`config.mk`:
```
export PLATFORM = sky130hd
export DESIGN_NAME = dmem_bus_bridge_flat
export DESIGN_NICKNAME = d
export VERILOG_FILES = /design/src/rtl/dmem_bus_bridge_if.sv /design/src/rtl/dmem_bus_bridge.sv /design/src/flat_wrapper.sv
export SDC_FILE = /design/constraint.sdc
export NUM_CORES = 1
export LEC_CHECK = 0
export ABC_AREA = 0
export CAP_MARGIN = 5
export CORE_MARGIN = 2
export CORE_UTILIZATION = 49
export CTS_CLUSTER_DIAMETER = 60
export DETAILED_ROUTE_END_ITERATION = 16
export GPL_TIMING_DRIVEN = 0
export PLACE_DENSITY = 0.85
export SYNTH_ARGS = -nofsm -noshare
export SYNTH_HDL_FRONTEND = slang
export SYNTH_SLANG_ARGS = --single-unit
```
`constraint.sdc`:
```
create_clock -name iCLK -period 3.5 [get_ports iCLK]
set_input_delay 0.35 -clock iCLK [delete_from_list [all_inputs] [get_ports iCLK]]
set_output_delay 0.35 -clock iCLK [all_outputs]
set_load 0.05 [all_outputs]
```
`src/rtl/dmem_bus_bridge_if.sv`:
```
// Core-side 64-bit data-memory bus plus the 32-bit external SRAM bus, bundled.
// No logic of its own: the bridge owns all timing.
// Backpressure: the core waits on oStall, the bridge waits on iMemReady.
//
// Ports (as seen from the bridge, modport slave):
//   core side : iAddress, iReadEnable, iWriteEnable, iWriteData, iByteEnable in;
//               oReadData, oStall, oBusError out
//   SRAM side : oMemAddr, oMemRE, oMemWE, oMemBE, oMemWData out;
//               iMemRData, iMemReady in
// The master modport is the mirror image, used by whatever drives the core
// requests and models the SRAM.
interface dmem_bus_bridge_if #(
  parameter int MEM_AW = 32
);
  // core side
  logic [63:0]       iAddress;
  logic              iReadEnable;
  logic              iWriteEnable;
  logic [63:0]       iWriteData;
  logic [7:0]        iByteEnable;
  logic [63:0]       oReadData;
  logic              oStall;
  logic              oBusError;
  // external SRAM side
  logic [MEM_AW-1:0] oMemAddr;
  logic              oMemRE;
  logic              oMemWE;
  logic [3:0]        oMemBE;
  logic [31:0]       oMemWData;
  logic [31:0]       iMemRData;
  logic              iMemReady;

  modport slave (
    input  iAddress, iReadEnable, iWriteEnable, iWriteData, iByteEnable,
    input  iMemRData, iMemReady,
    output oReadData, oStall, oBusError,
    output oMemAddr, oMemRE, oMemWE, oMemBE, oMemWData
  );

  modport master (
    output iAddress, iReadEnable, iWriteEnable, iWriteData, iByteEnable,
    output iMemRData, iMemReady,
    input  oReadData, oStall, oBusError,
    input  oMemAddr, oMemRE, oMemWE, oMemBE, oMemWData
  );
endinterface

```
`src/rtl/dmem_bus_bridge.sv`:
```
// Bridges the core's 64-bit data-memory access onto a 32-bit wait-stated SRAM, low word then high word.
// Latency: request cycle + one cycle per beat plus its wait states, then a one-cycle DONE (data valid).
// Backpressure: oStall holds the core for the whole access; each beat waits for iMemReady.
//
// Ports:
//   iCLK  - clock, rising edge
//   iRST  - asynchronous reset, active low
//   bus   - dmem_bus_bridge_if.slave (core request/response and SRAM strobes)
// Parameters:
//   MEM_AW  - external word-address width
//   TIMEOUT - wait cycles per beat before the beat is abandoned (only with the macro below)
// Optional feature: define DMEM_BRIDGE_TIMEOUT_EN to enable the per-beat wait timeout
// and the sticky oBusError flag; otherwise beats wait forever and oBusError is 0.
module dmem_bus_bridge #(
  parameter int MEM_AW = 32
`ifdef DMEM_BRIDGE_TIMEOUT_EN
  ,
  parameter int TIMEOUT = 255
`endif
) (
  input logic              iCLK,
  input logic              iRST,
  dmem_bus_bridge_if.slave bus
);

  typedef enum logic [1:0] {IDLE, LO, HI, DONE} state_t;

  // Everything the SRAM sees during one beat, registered as a unit.
  typedef struct packed {
    logic              re;
    logic              we;
    logic [3:0]        be;
    logic [31:0]       wdata;
    logic [MEM_AW-1:0] addr;
  } memBeat_t;

  state_t            state;
  logic              isWrite;
  logic [MEM_AW-2:0] pairAddr;   // address of the 64-bit word pair
  logic [63:0]       wdataReg;
  logic [7:0]        beReg;
  logic [63:0]       readData;
  memBeat_t          memOut;
  logic              request;

`ifdef DMEM_BRIDGE_TIMEOUT_EN
  localparam int CW = (TIMEOUT > 255) ? $clog2(TIMEOUT + 1) : 8;
  logic [CW-1:0]     waitCnt;
  logic              busError;
`endif

  // Byte-offset bits and address bits above the SRAM range are not used.
  logic unusedAddrBits;
  assign unusedAddrBits = ^{bus.iAddress[63:MEM_AW+2], bus.iAddress[2:0]};

  assign request = bus.iReadEnable | bus.iWriteEnable;

  // Combinational in the request cycle so the PC cannot advance before the
  // bridge has taken the access; gated by reset so a held request does not
  // stall a core that is itself being reset.
  assign bus.oStall = iRST & (((state == IDLE) & request) | (state == LO) | (state == HI));

  assign bus.oReadData = readData;
  assign bus.oMemRE    = memOut.re;
  assign bus.oMemWE    = memOut.we;
  assign bus.oMemBE    = memOut.be;
  assign bus.oMemWData = memOut.wdata;
  assign bus.oMemAddr  = memOut.addr;

`ifdef DMEM_BRIDGE_TIMEOUT_EN
  assign bus.oBusError = busError;
`else
  assign bus.oBusError = 1'b0;
`endif

  // Build the SRAM drive for one half of the 64-bit access.
  function automatic memBeat_t mkBeat(input logic wr, input logic [MEM_AW-2:0] pa,
                                      input logic hi, input logic [63:0] wd,
                                      input logic [7:0] be);
    memBeat_t b;
    b.re    = ~wr;
    b.we    = wr;
    b.be    = hi ? be[7:4] : be[3:0];
    b.wdata = hi ? wd[63:32] : wd[31:0];
    b.addr  = {pa, hi};
    return b;
  endfunction

  always_ff @(posedge iCLK or negedge iRST) begin
    if (!iRST) begin
      state    <= IDLE;
      isWrite  <= 1'b0;
      pairAddr <= '0;
      wdataReg <= '0;
      beReg    <= '0;
      readData <= '0;
      memOut   <= '0;
`ifdef DMEM_BRIDGE_TIMEOUT_EN
      waitCnt  <= '0;
      busError <= 1'b0;
`endif
    end else begin
      case (state)
        IDLE: begin
          if (request) begin
            // A write wins over a simultaneous read.
            isWrite  <= bus.iWriteEnable;
            pairAddr <= bus.iAddress[MEM_AW+1:3];
            wdataReg <= bus.iWriteData;
            beReg    <= bus.iByteEnable;
            readData <= '0;
`ifdef DMEM_BRIDGE_TIMEOUT_EN
            waitCnt  <= '0;
`endif
            if (|bus.iByteEnable[3:0]) begin
              state  <= LO;
              memOut <= mkBeat(bus.iWriteEnable, bus.iAddress[MEM_AW+1:3], 1'b0,
                               bus.iWriteData, bus.iByteEnable);
            end else if (|bus.iByteEnable[7:4]) begin
              state  <= HI;
              memOut <= mkBeat(bus.iWriteEnable, bus.iAddress[MEM_AW+1:3], 1'b1,
                               bus.iWriteData, bus.iByteEnable);
            end else begin
              // No lanes enabled: complete without touching the SRAM.
              state <= DONE;
            end
          end
        end

        LO, HI: begin
          if (bus.iMemReady) begin
            if (!isWrite) begin
              if (state == LO) readData[31:0]  <= bus.iMemRData;
              else             readData[63:32] <= bus.iMemRData;
            end
`ifdef DMEM_BRIDGE_TIMEOUT_EN
            waitCnt <= '0;
`endif
            if ((state == LO) && (|beReg[7:4])) begin
              state  <= HI;
              memOut <= mkBeat(isWrite, pairAddr, 1'b1, wdataReg, beReg);
            end else begin
              state  <= DONE;
              memOut <= '0;
            end
          end
`ifdef DMEM_BRIDGE_TIMEOUT_EN
          else if (waitCnt == CW'(TIMEOUT - 1)) begin
            // Abandon the access; data for this beat stays zero and any
            // remaining beat is skipped.
            state    <= DONE;
            memOut   <= '0;
            busError <= 1'b1;
          end else begin
            waitCnt <= waitCnt + 1'b1;
          end
`endif
        end

        // Response cycle: readData is valid here; a request still held is
        // deliberately not captured until the next IDLE cycle.
        DONE: state <= IDLE;

        default: state <= IDLE;
      endcase
    end
  end

endmodule

```
`src/flat_wrapper.sv`:
```
// flat-port wrapper written by rule: the top's interface ports become plain ports
module dmem_bus_bridge_flat 
#(
  parameter int MEM_AW = 32

)
  (iCLK, iRST, bus_iAddress, bus_iReadEnable, bus_iWriteEnable, bus_iWriteData, bus_iByteEnable, bus_iMemRData, bus_iMemReady, bus_oReadData, bus_oStall, bus_oBusError, bus_oMemAddr, bus_oMemRE, bus_oMemWE, bus_oMemBE, bus_oMemWData);
  dmem_bus_bridge_if #(.MEM_AW(MEM_AW)) bus_i ();
  input logic iCLK;
  input logic iRST;
  input wire logic [$bits(bus_i.iAddress)-1:0] bus_iAddress;
  input wire logic [$bits(bus_i.iReadEnable)-1:0] bus_iReadEnable;
  input wire logic [$bits(bus_i.iWriteEnable)-1:0] bus_iWriteEnable;
  input wire logic [$bits(bus_i.iWriteData)-1:0] bus_iWriteData;
  input wire logic [$bits(bus_i.iByteEnable)-1:0] bus_iByteEnable;
  input wire logic [$bits(bus_i.iMemRData)-1:0] bus_iMemRData;
  input wire logic [$bits(bus_i.iMemReady)-1:0] bus_iMemReady;
  output wire logic [$bits(bus_i.oReadData)-1:0] bus_oReadData;
  output wire logic [$bits(bus_i.oStall)-1:0] bus_oStall;
  output wire logic [$bits(bus_i.oBusError)-1:0] bus_oBusError;
  output wire logic [$bits(bus_i.oMemAddr)-1:0] bus_oMemAddr;
  output wire logic [$bits(bus_i.oMemRE)-1:0] bus_oMemRE;
  output wire logic [$bits(bus_i.oMemWE)-1:0] bus_oMemWE;
  output wire logic [$bits(bus_i.oMemBE)-1:0] bus_oMemBE;
  output wire logic [$bits(bus_i.oMemWData)-1:0] bus_oMemWData;
  assign bus_i.iAddress = bus_iAddress;
  assign bus_i.iReadEnable = bus_iReadEnable;
  assign bus_i.iWriteEnable = bus_iWriteEnable;
  assign bus_i.iWriteData = bus_iWriteData;
  assign bus_i.iByteEnable = bus_iByteEnable;
  assign bus_i.iMemRData = bus_iMemRData;
  assign bus_i.iMemReady = bus_iMemReady;
  assign bus_oReadData = bus_i.oReadData;
  assign bus_oStall = bus_i.oStall;
  assign bus_oBusError = bus_i.oBusError;
  assign bus_oMemAddr = bus_i.oMemAddr;
  assign bus_oMemRE = bus_i.oMemRE;
  assign bus_oMemWE = bus_i.oMemWE;
  assign bus_oMemBE = bus_i.oMemBE;
  assign bus_oMemWData = bus_i.oMemWData;
  dmem_bus_bridge #(.MEM_AW(MEM_AW)) u_core (.iCLK(iCLK), .iRST(iRST), .bus(bus_i));
endmodule
```
After elaboration in Yosys (flattened, before gate mapping)
Index checks and enable logic that the tools add are counted.
Cells by class
  bitwise gates (word level): 7
  reductions and logical operators: 12
  muxes and demuxes: 18
  equality and inequality tests: 9
Operator list (count)
  $mux W70: 5
  $mux W64: 3
  $pmux W70 S2: 1
  $pmux W64 S2: 1
  $mux W32: 2
  $reduce_or A4 Y1: 3
  $reduce_and A5 Y1: 2
  $mux W2: 3
  $ne A2 B2 Y1 const B: 3
  $pmux W2 S3: 1
  $eq A2 B2 Y1 const B: 2
  $ne A2 B1 Y1 const B: 2
  $reduce_and A2 Y1: 2
  $reduce_and A4 Y1: 1
  $ne A3 B3 Y1 const B: 1
  $or A1 B1 Y1: 3
  $and A1 B1 Y1: 2
  $eq A2 B1 Y1 const B: 1
  $logic_not A2 Y1: 1
  $mux W1: 2
  $not A1 Y1: 2
  $reduce_bool A2 Y1: 1
  $reduce_or A2 Y1: 1
  $logic_and A1 B1 Y1: 1
Storage, ports and cells
  register bits after elaboration: 240
  output and inout bits: 136
  bits of input ports: 173
  word-level logic and storage cells: 58

Logic depth before layout (Yosys ltp)
  depth after elaboration: 5
  mapped depth: 9
  gate-level depth less buffers: 6

Worst setup path after synthesis
Ideal clock, no wire load.
  path kind: reg-to-output
  start: reg u_core.state[0]
  end: out bus_oStall
  setup slack: 0.828 ns
  data required time: 3.150 ns
  path buffers: 2
  cell stages (with the launch flop): 7
  arrival: 2.322 ns
  cell sequence: dfrtp_1 > inv_1 > ha_1 > o21ai_1 > buf_2 > buf_2 > a21boi_0
Between the ends
  longest elaborated chain between the ends: 5
  elaborated cells on any way between the ends: 7
  those cells by class: eq/ne (2); bitwise (4); reduce/logical (1)
RTL lines
  start, declared: line dmem_bus_bridge.sv:37  | state_t state;
  start signal, assigned: line dmem_bus_bridge.sv:91  | state <= IDLE;
  start signal, assigned: line dmem_bus_bridge.sv:116  | state <= LO;
  start signal, assigned: line dmem_bus_bridge.sv:120  | state <= HI;
  $logic_not A2 Y1: line dmem_bus_bridge.sv:61  | assign bus.oStall = iRST & (((state == IDLE) & request) | (state == LO) | (state == HI));
  $and A1 B1 Y1: line dmem_bus_bridge.sv:61
  $or A1 B1 Y1: line dmem_bus_bridge.sv:61
  $or A1 B1 Y1 (*): line dmem_bus_bridge.sv:61
  $and A1 B1 Y1 (*): line dmem_bus_bridge.sv:61
  end, declared: line flat_wrapper.sv:19  | output wire logic [$bits(bus_i.oStall)-1:0] bus_oStall;
Every way passes the cells marked *; elsewhere a longest branch is shown, timed or not.

Worst setup path in the final report
  start: reg u_core.state[1]
  end: out bus_oStall
Same word-level chain as after synthesis.

==> summary.md <==
| Metric | Value |
|---|---|
| Sequential element share of the synthesized area | `0.5648` |
| Clk_skew | `~0.016 ns` |
| YS warnings | `0` |
| Max incr delay on CP | `0.38 ns` |
| Largest net degree at the start of global routing | `between 100 and 150` |
| Most common cell after layout, fill and taps aside | `clkdlybuf4s50_1` |
| Mapped Area | `around 9000 um2` |
| Final worst path period need | `between 3 and 4 ns` |
| Register Area | `5105 um2` |
| Fin. max-slew vios | `0` |
| Final nets | `1222` |
| Multi-input logic area | `3654 um2` |
| CP Launch Point | `u_core.state[1]` |
| Top_reg_cell synth | `dfrtp_1` |
| Vias in the first global route | `approximately 7400` |
| Fmax | `327.6 MHz` |
| Total grt overflow | `0` |
| Die height | `139.8 um` |
| R2R Path End | `u_core.bus.oMemWData[24]` |
| Place WS | `approximately 0.20 ns` |
| GR Util met2 | `0.4344` |
| Core ar. | `18020 um2` |
| Fraction of layout cells with a size suffix above 1 | `0.1934` |
| Initial antenna violation count | `1` |
| Clk slew on worst S/H paths | `about 0.060 ns` |
| Most Used Layer, Global Route | `met2` |
| Final ANT Viol Nets | `0` |
| Crit path kind | `reg -> out` |
| Initial Utilization | `0.5015` |
| HPWL after DPL | `approximately 18000 um` |
| I/O pins | `between 300 and 400` |
| DR iter-0 viols | `approximately 250` |
| Core Rows | `49` |
| CP Capture Type | `output pin` |
| Final-report hold violation count | `0` |
| Crit Reg-Reg Startpoint | `u_core.state[1]` |
| Final setup vio count | `0` |
| Worst Path Max Fanout | `10` |
| CTS tree | `built` |
| Total CTS buffers | `23` |
| Wirelength per Cell | `~20 um` |
| Hold Path Class | `in -> async` |
| #FFs+latches synth | `between 200 and 250` |
| Drt pass-1 iters | `4` |
| Worst-Margin Slew | `~0.7 ns` |
| Met3 Use GR | `0.04955` |
| Worst r2r path cells | `7` |
| Worst skew pair latency | `roughly 0.51 ns` |
| Worst path slowest cell | `dfrtp_1` |
| Post-route setup slack | `about 0.45 ns` |
| Clk sinks | `between 200 and 250` |
| Dpl cell area | `12100 um2` |
| Post-synthesis average cell area | `between 10 and 15 um2` |
| Worst endpoint required time | `approximately 3.2 ns` |
| GRT Total Usage | `0.2512` |
| Worst-path cell chain | `inv_1 -> ha_1 -> o21ai_1 -> buf_2 -> buf_2 -> a21boi_0 -> dlymetal6s2s_1` |
| Most frequent cells in the layout | `clkdlybuf4s50_1, dfrtp_1, a21oi_1` |
| Crit-path leading delay family | `buffers and inverters` |
| R2R Setup Slk | `0.56 ns` |
| Routed Wire Length | `25230 um` |
| Top cell type's share of synthesized area | `0.5648` |
| Die Area | `slightly below 20000 um2` |
| Final instance area | `12880 um2` |
| EDFF count, synth | `0` |
| Post-route clock period utilization | `0.8721` |
| Asr flop ratio synth | `1.000` |
| Fill count | `1284` |
| Met1 usage in global routing | `0.3214` |
| Via count | `~7100` |
| Drt via density | `between 5 and 6` |
| Root Driver | `clkbuf_16` |
| Max_cap viols | `0` |
| Worst rel slew slack | `0.5318` |
| PortBufs | `~270` |
| Synthesized net count | `920` |
| Synth area leader | `dfrtp_1` |
| First-pass GRT wire length | `between 30000 and 40000 um` |
| Setup crit start kind | `flop` |
| Die Width | `139.8 um` |
| RSZ-0062 raised after global routing | `false` |
| Top post-synthesis cells by area | `dfrtp_1, mux2_2, a21oi_1, mux2i_1, a2bb2oi_1` |
| Buf/Inv on CP | `4` |
| Gpl congestion | `0.8104` |
| Clock Tree Buf Depth | `3` |
| Post-route DRC | `0` |
| Library cells used by synthesis | `33` |
| Synth-to-layout area growth | `42.46%` |
| Synthesized instance count | `743` |
| Critical Path Most Common Cell | `buf_2` |
| Critical Path AT | `about 2.7 ns` |
| H-tree depth | `1` |
| Outcome | `complete, no violations` |
-- cells in the mapped netlist, drive strengths merged (2+ instances only) --
library cell,instances
a21oi,168
o21ai,2
and2,34
nor2b,34
nand2,8
mux2,136
dfrtp,204
ha,4
a2bb2oi,32
buf,29
nor4,2
a211oi,4
nand3,2
inv,3
nor2,5
clkbuf,32
mux2i,33
-- worst max-delay path by stage --
stage                              end  slack [ns]  depth (start not counted)
floorplan                   bus_oStall        0.83                          6
global placement    u_core.pairAddr[6]       -6.50                          1
detailed placement          bus_oStall        0.20                          6
CTS                         bus_oStall        0.02                          7
global route                bus_oStall        0.31                          7
finish                      bus_oStall        0.45                          7
-- kinds of logic after synthesis --
logic type | count (synthesis) | synth area share
compound gates | 210 | 0.1316
fa+ha+maj | 4 | 0.005537
buf+inv | 64 | 0.03101
flops | 204 | 0.5648
mux | 169 | 0.2060
other cells | 1 | 0.0004149
simple gates | 91 | 0.06063
-- metrics by stage --
step                      hold slack (ns)    util  TNS [ns]  instances
after floorplan                   0.05441       -         0        743
after global placement             0.4732  0.6695  -1327.56       1246
after detailed placement           0.4228  0.6713         0       1247
after CTS                          0.4637  0.7141         0       1289
after global routing               0.4800  0.7144         0       1290
final                              0.4498  0.7144         0       1290
-- routing by layer --
layer / vias up / routed length (um)
met2: 268 / 12430
met1: 3539 / 10430
met3: 52 / 1599
met5: - / 0
met4: 0 / 770
li1: 3272 / -
-- worst min-delay path: stages --
cell and delay (ns):
dlygate4sd3_1 0.56, buf_8 0.13, buf_16 0.33
-- layout make-up --
type                       count  share of cell area
clock buffer                  34             0.05412
buffer                        61             0.02089
sequential                   204              0.3965
multi-input combinational    475              0.2837
tap                          229             0.02225
antenna                        1           0.0001943
inverter                       3           0.0008746
timing repair buffer         277              0.2186
clock inverter                 6            0.002818
-- state kept, by name, indices dropped and copies added (netlist names) --
| register | cells |
|---|---|
| u_core.bus.oMemWE | 1 |
| u_core.isWrite | 1 |
| u_core.pairAddr | 31 |
| u_core.bus.oMemRE | 1 |
| u_core.state | 2 |
| u_core.beReg | 4 |
| u_core.wdataReg | 32 |
| u_core.bus.oMemAddr | 32 |
| u_core.bus.oMemBE | 4 |
| u_core.bus.oReadData | 64 |
| u_core.bus.oMemWData | 32 |
-- timing repair --
item / CTS / global route
endpoints found under the hold margin: 96 / 0
hold buffers: 2 / 0
setup buffers: 0 / 0
endpoints found under the setup margin: 0 / 1
resized for setup: 0 / 1
Power is not shown: default switching activity piles up to over one toggle a cycle in this logic, so the estimate is an artifact.
